File: src/rtl/fft_r22sdf_pkg.sv
// Shared definitions for the R2^2 SDF FFT frame sequencer.
//   - err_cause_t   : why err_o fired (gap, sof mid-frame, misaligned sample)
//   - frame_state_t : input-side frame FSM states
//   - clog2, bitrev : elaboration/combinational helpers
//   - dly_len, dly_tap : sizing and tap position of the slot-flag delay line
package fft_r22sdf_pkg;

   typedef enum logic [1:0] {
      ERR_NONE     = 2'd0,
      ERR_GAP      = 2'd1,
      ERR_SOF_MID  = 2'd2,
      ERR_MISALIGN = 2'd3
   } err_cause_t;

   typedef enum logic {
      ST_IDLE  = 1'b0,
      ST_FRAME = 1'b1
   } frame_state_t;

   function automatic int clog2(input int val);
      int r;
      r = 0;
      for (int i = 0; i < 31; i++) begin
         if ((1 << i) < val) r = i + 1;
      end
      return r;
   endfunction

   // Reverses the low 'width' bits of val; upper result bits are zero.
   function automatic logic [31:0] bitrev(input logic [31:0] val, input int width);
      logic [31:0] r;
      r = '0;
      for (int i = 0; i < 32; i++) begin
         if (i < width) r = (r << 1) | ((val >> i) & 32'd1);
      end
      return r;
   endfunction

   // Slot flags held: enough whole slots to span the pipeline latency, plus one.
   function automatic int dly_len(input int n, input int lat);
      return ((lat + n) / n) + 1;
   endfunction

   // Tap into {delay_line, live_flag}: 0 selects the flag of the slot still
   // being filled, m selects the slot completed m slots ago.
   function automatic int dly_tap(input int n, input int lat);
      return (lat - 1) / n;
   endfunction

endpackage

File: src/rtl/fft_r22sdf_frame_dly.sv
// Slot-flag delay line.
// At every slot wrap the final "frame fully accepted" flag of the slot is
// shifted in. tap_o selects either the live flag (tap 0) or one of the stored
// flags, so the output side can look up the slot that started PIPE_LAT cycles
// before its own slot boundary.
//   clk_i, rst_i : clock, async active-high reset
//   push_i       : slot wrap (last cycle of a slot)
//   flag_i       : live slot flag, already including this cycle's update
//   tap_sel_i    : tap position into {dly_q, flag_i}
//   tap_o        : selected flag
module fft_r22sdf_frame_dly
   import fft_r22sdf_pkg::*;
#(
   parameter int K     = 3,
   parameter int SEL_W = clog2(K + 1)
)(
   input  logic             clk_i,
   input  logic             rst_i,
   input  logic             push_i,
   input  logic             flag_i,
   input  logic [SEL_W-1:0] tap_sel_i,
   output logic             tap_o
);

   logic [K-1:0] dly_q;
   logic [K-1:0] dly_d;
   logic [K:0]   line;

   always_comb begin
      dly_d = dly_q;
      if (push_i) dly_d = {dly_q[K-2:0], flag_i};
   end

   assign line  = {dly_q, flag_i};
   assign tap_o = line[tap_sel_i];

   always_ff @(posedge clk_i or posedge rst_i) begin
      if (rst_i) dly_q <= '0;
      else       dly_q <= dly_d;
   end

endmodule

File: src/rtl/fft_r22sdf_ctrl.sv
// Frame sequencer for the radix-2^2 single-delay-feedback FFT pipeline.
// A free-running slot counter drives stage 1; frames are admitted only at
// cnt_o==0 and any slot without a complete frame is zero-filled. The output
// side runs a second counter offset by PIPE_LAT and tags pipeline output with
// valid, bit-reversed bin index and last.
//   clk_i, rst_i      : clock, async active-high reset
//   valid_i, sof_i    : input sample present / first sample of frame
//   ready_o           : a frame may start (cnt_o==0) or one is in progress
//   cnt_o             : slot sample counter into stage 1
//   zero_o            : registered with the input sample; 1 forces 0+j0 for
//                       the sample taken on the previous cycle
//   valid_o/idx_o/last_o : output tags, aligned with the registered output
//   err_o             : one-cycle pulse on a protocol violation
//
// state    | meaning
// ST_IDLE  | no frame in progress; only sof at cnt 0 is accepted
// ST_FRAME | frame accepted this slot; each cycle needs valid_i & !sof_i
module fft_r22sdf_ctrl
   import fft_r22sdf_pkg::*;
#(
   parameter int FFT_N     = 1024,
   parameter int FFT_NLOG2 = 10,
   parameter int PIPE_LAT  = 1023
)(
   input  logic                 clk_i,
   input  logic                 rst_i,
   input  logic                 valid_i,
   input  logic                 sof_i,
   output logic                 ready_o,
   output logic [FFT_NLOG2-1:0] cnt_o,
   output logic                 zero_o,
   output logic                 valid_o,
   output logic [FFT_NLOG2-1:0] idx_o,
   output logic                 last_o,
   output logic                 err_o
);

   localparam int K     = dly_len(FFT_N, PIPE_LAT);
   localparam int SEL_W = clog2(K + 1);
   localparam logic [SEL_W-1:0]     TAP_SEL  = SEL_W'(dly_tap(FFT_N, PIPE_LAT));
   localparam logic [FFT_NLOG2-1:0] CNT_MAX  = FFT_NLOG2'(FFT_N - 1);
   // ocnt = (t - PIPE_LAT) mod FFT_N, so it starts PIPE_LAT behind cnt.
   localparam logic [FFT_NLOG2-1:0] OCNT_RST = FFT_NLOG2'((FFT_N - (PIPE_LAT % FFT_N)) % FFT_N);

   frame_state_t         state_q, state_d;
   logic [FFT_NLOG2-1:0] cnt_q, cnt_d;
   logic                 slot_q, slot_d;
   logic                 zero_q, zero_d;
   logic                 err_q, err_d;
   logic [FFT_NLOG2-1:0] ocnt_q, ocnt_d;
   logic                 out_frame_ok_q, out_frame_ok_d;
   logic [FFT_NLOG2-1:0] idx_q, idx_d;
   logic                 last_q, last_d;

   logic       accept;
   logic       pass;
   err_cause_t cause;
   logic       push;
   logic       tap;

   always_comb begin
      state_d = state_q;
      pass    = 1'b0;
      cause   = ERR_NONE;
      accept  = valid_i & sof_i & (cnt_q == '0);
      case (state_q)
         ST_IDLE: begin
            if (accept) begin
               pass    = 1'b1;
               state_d = ST_FRAME;
            end else if (valid_i) begin
               cause = ERR_MISALIGN;
            end
         end
         ST_FRAME: begin
            if (!valid_i) begin
               cause   = ERR_GAP;
               state_d = ST_IDLE;
            end else if (sof_i) begin
               cause   = ERR_SOF_MID;
               state_d = ST_IDLE;
            end else begin
               pass = 1'b1;
               if (cnt_q == CNT_MAX) state_d = ST_IDLE;
            end
         end
         default: state_d = ST_IDLE;
      endcase
   end

   always_comb begin
      cnt_d  = (cnt_q == CNT_MAX) ? '0 : cnt_q + 1'b1;
      // Slot flag: set only by an accept at slot start, dropped by any abort.
      slot_d = slot_q;
      if (cnt_q == '0)                                  slot_d = accept;
      else if (cause == ERR_GAP || cause == ERR_SOF_MID) slot_d = 1'b0;
      zero_d = ~pass;
      err_d  = (cause != ERR_NONE);
      push   = (cnt_q == CNT_MAX);
   end

   fft_r22sdf_frame_dly #(
      .K     (K),
      .SEL_W (SEL_W)
   ) u_frame_dly (
      .clk_i     (clk_i),
      .rst_i     (rst_i),
      .push_i    (push),
      .flag_i    (slot_d),
      .tap_sel_i (TAP_SEL),
      .tap_o     (tap)
   );

   always_comb begin
      ocnt_d         = (ocnt_q == CNT_MAX) ? '0 : ocnt_q + 1'b1;
      out_frame_ok_d = out_frame_ok_q;
      // Latch on the edge into ocnt==0 so valid_o covers the whole output slot.
      if (ocnt_q == CNT_MAX) out_frame_ok_d = tap;
      last_d = out_frame_ok_d & (ocnt_d == CNT_MAX);
      idx_d  = FFT_NLOG2'(bitrev(32'(ocnt_d), FFT_NLOG2));
   end

   always_ff @(posedge clk_i or posedge rst_i) begin
      if (rst_i) begin
         state_q        <= ST_IDLE;
         cnt_q          <= '0;
         slot_q         <= 1'b0;
         zero_q         <= 1'b1;
         err_q          <= 1'b0;
         ocnt_q         <= OCNT_RST;
         out_frame_ok_q <= 1'b0;
         idx_q          <= '0;
         last_q         <= 1'b0;
      end else begin
         state_q        <= state_d;
         cnt_q          <= cnt_d;
         slot_q         <= slot_d;
         zero_q         <= zero_d;
         err_q          <= err_d;
         ocnt_q         <= ocnt_d;
         out_frame_ok_q <= out_frame_ok_d;
         idx_q          <= idx_d;
         last_q         <= last_d;
      end
   end

   assign ready_o = (cnt_q == '0) | (state_q == ST_FRAME);
   assign cnt_o   = cnt_q;
   assign zero_o  = zero_q;
   assign err_o   = err_q;
   assign valid_o = out_frame_ok_q;
   assign idx_o   = idx_q;
   assign last_o  = last_q;

endmodule

File: config.mk
export PLATFORM = sky130hd
export DESIGN_NAME = fft_r22sdf_ctrl
export DESIGN_NICKNAME = d
export VERILOG_FILES = /design/src/rtl/fft_r22sdf_pkg.sv /design/src/rtl/fft_r22sdf_frame_dly.sv /design/src/rtl/fft_r22sdf_ctrl.sv
export SDC_FILE = /design/constraint.sdc
export NUM_CORES = 1
export LEC_CHECK = 0
export ABC_AREA = 1
export CAP_MARGIN = 20
export CORE_ASPECT_RATIO = 0.75
export CORE_MARGIN = 1.5
export CORE_UTILIZATION = 25
export CTS_BUF_LIST = sky130_fd_sc_hd__clkbuf_8
export CTS_CLUSTER_SIZE = 16
export DETAILED_ROUTE_END_ITERATION = 7
export GPL_TIMING_DRIVEN = 0
export SLEW_MARGIN = 20
export SYNTH_ARGS = -nofsm -noshare
export SYNTH_HDL_FRONTEND = slang
export SYNTH_HIERARCHICAL = 1
export SYNTH_SLANG_ARGS = --single-unit
File: constraint.sdc
create_clock -name clk_i -period 3 [get_ports clk_i]
set_input_delay 0.45 -clock clk_i [delete_from_list [all_inputs] [get_ports clk_i]]
set_output_delay 0.45 -clock clk_i [all_outputs]
set_load 0.05 [all_outputs]
==> results.cfg <==
[outcome]
status = completed

[global_route]
grt_first_pass_wirelength_mm = 5.492
grt_pass1_vias = 1214
antenna_found_initial = 0
gr-usage-all-layers = 0.1054
grt-ovfl-total = 0
grt_start_max_net_pins = 17

[critical_path]
crit_family = buffers and inverters
cpMaxStageDelayCell = clkdlybuf4s50_1
crit_arrival_ns = 2.03
crit_buf_inv = 2
worstSetupPathType = flip-flop to primary output
setup.worst_path.start_class = flip-flop
cp.required_ns = 2.55
reg2reg_depth = 16
cp.depth = 5
crit_path_max_fanout = 4
end_kind = primary output
cp_cell_sequence = inv_1, ha_1, nand3_1, o21ai_0, clkdlybuf4s50_1
slowest_delay_ns = 0.82

[timing]
setup_viol = 0
finalSetupTns_ns = 0
post-route-min-period_ns = 2.478
fmax_mhz = 403.5
fin_skew_ns = 0.008964
rsz0062_at_grt = no
maxSlewHeadroom = 0.5597
worstMarginPinSlew_ns = 0.6597
fin_crit_sh = 0.8261
drv_slew = 0
hold_viol = 0

[floorplan]
core.rowCount = 24
coreArea_sq_um = 5976
die_y_um = 72.13
dieArea_sq_um = 6864
ios = 29
initial_utilization = 0.2665
chipWidth_um = 95.17

[clock_tree]
cts_hold_buffers = 0
cts_root_buffer = clkbuf_8
numCtsBuffers = 5
clk_pin_slew_ns = 0.07
cts_tree = done
cts_max_path_buffers = 2
htreeDepth = 2
clock-sinks = 29
post_cts_buffers = 0
cts_repair_resize_count = 0
clk_latency_ns = 0.28

[layout]
multi_input_area_sq_um = 650.6
nFillCells = 609
diodes = 0
area_growth_pct = 31.74
seqCellArea_sq_um = 728.2
drive_gt1_frac = 0.1333
fin_area_sq_um = 2098
layout.nets = 248

[pwr]
p_per_area_nw_per_um2 = 370.9
leakage_nw = 1.016
vdd_drop_max_mv = 0.1202

[detailed_routing]
wl_mm = 3.197
routedWlPerCell_um = 10.05
postRouteAntennaNets = 0
num_vias = 1262
drc = 0
dr.first_iter.drc_count = 60
vias_per_cell = 3.969
dr.pass1.iters = 4

[hold_path]
hold_path.class = primary input to asynchronous set/reset pin

[yosys]
ys_top_cells_by_count = 47 x nand2_1, 41 x inv_1, 27 x dfrtp_1
synth_top_area_frac = 0.4242
synth_top_area_cell = dfrtp_1
yosys-top-cells-area = dfrtp_1 42%, nand2_1 11%, inv_1 9.7%, buf_4 4.2%, nor2_1 4.2%
seq_area_frac_synth = 0.4572
synth-async-reset-ratio = 1.000
synth_edf_count = 0
syn_avg_cell_area_sq_um = 7.964
synth_flop_cell = dfrtp_1
netlist_instances = 200
ys_types = 26
synthesis.area_sq_um = 1593
synth.most_common_cell = nand2_1
synth-seq-cells = 29
yosysWarnings = 6

[placed_design]
post-dp-hpwl_mm = 2.403
gp_congestion = 0.7247
portBuffers = 28
placed_area_sq_um = 1997

[flow_run]
maxCapViolCount = 0
-- final timing paths --
path	end	startpoint	slack (ns)
worst min-delay path	u_frame_dly/dly_q[0]	rst_i	0.34
min in group clk_i	cnt_o[6]	cnt_o[6]	0.52
worst min register to register	cnt_o[6]	cnt_o[6]	0.52
worst max-delay path	ready_o	cnt_o[0]	0.52
worst max register to register	last_o	cnt_o[0]	0.54
max in group asynchronous	cnt_o[6]	rst_i	1.88
-- cells by family (layout without fill, tap and decap cells) --
kind of cell,count (synthesis),after routing,synth area share
DFF,29,29,0.4572
and+or+nand+nor,96,96,0.2797
adders and majority gates,5,5,0.03928
AOI/OAI and AO/OA,12,12,0.04713
xor gates and xnor gates,6,6,0.03299
buffers and inverters,51,88,0.1414
other,1,4,0.002354
-- sequential cells by signal, indices dropped and copies added, names as in the netlist --
signal,cells
idx_o,10
state_q,1
err_o,1
u_frame_dly/dly_q,2
slot_q,1
valid_o,1
ocnt_q,1
zero_o,1
cnt_o,10
last_o,1
-- worst register-to-register path, cell delays in order (launching register included) --
cell and delay, ns:
dfrtp_1 0.42, inv_1 0.09, ha_1 0.14, nand3_1 0.09, nor2_1 0.19, nand4_1 0.16
o211ai_1 0.13, ha_1 0.26, o31ai_1 0.36, inv_1 0.08, nand2_1 0.06, nand3_1 0.06
nand2_1 0.06, nand2_1 0.06, nand2_2 0.06, nand2_1 0.05, nor2_1 0.11
-- metrics by stage --
stage / utilization / worst slack, ns / std cells / hold slack [ns] / total power (W)
after floorplan: - / 0.5029 / 203 / 0.1912 / 0.0004125
after global placement: 0.3317 / 0.4859 / 309 / 0.4954 / 0.0004227
after detailed placement: 0.3342 / 0.4368 / 310 / 0.5077 / 0.0004253
after CTS: 0.3511 / 0.4844 / 318 / 0.3349 / 0.0007882
after global routing: 0.3511 / 0.2637 / 318 / 0.3297 / 0.0008071
final: 0.3511 / 0.5218 / 318 / 0.3354 / 0.0007782
-- where the power goes --
part	internal, W	switching, W
clock network	0.000207	0.000154
logic	0.00000906	0.0000165
registers	0.000392	0.000000132
total	0.000608	0.000170
-- layer usage --
layer | vias to the layer above | track usage | routed length (um)
met1 | 564 | 0.1514 | 1714
met5 | - | 0 | 0
met4 | 0 | 0.05473 | 65
li1 | 672 | - | -
met3 | 6 | 0.02935 | 129
met2 | 20 | 0.1418 | 1288
-- cell usage in the layout (no fill, tap or decap) --
cell and count:
buf_4 9, o21ai_0 3, nand4_1 3, xor2_1 5, o211ai_1 1, clkinv_1 1
o21a_1 1, nand2_2 3, nor2_4 2, clkdlybuf4s50_1 28, conb_1 4, clkinv_2 1
nand2_1 47, nor2_1 18, o31ai_1 1, a21oi_1 3, nand3_2 1, nor2_2 5
dfstp_2 2, xnor2_1 1, dfrtp_1 27, o21bai_1 3, nand3b_1 1, buf_8 1
nor3_1 2, inv_1 41, nand3_4 1, nand3_1 13, clkbuf_8 7, ha_1 5
-- area by class of cell --
class                      count  share of cell area
sequential                    29              0.3470
multi-input combinational    123              0.3101
clock inverter                 1            0.002385
inverter                      42             0.07513
clock buffer                   7             0.04592
timing repair buffer          29              0.1407
buffer                         9             0.03220
tap                           78             0.04651
Power figures use the tool's default switching activity.
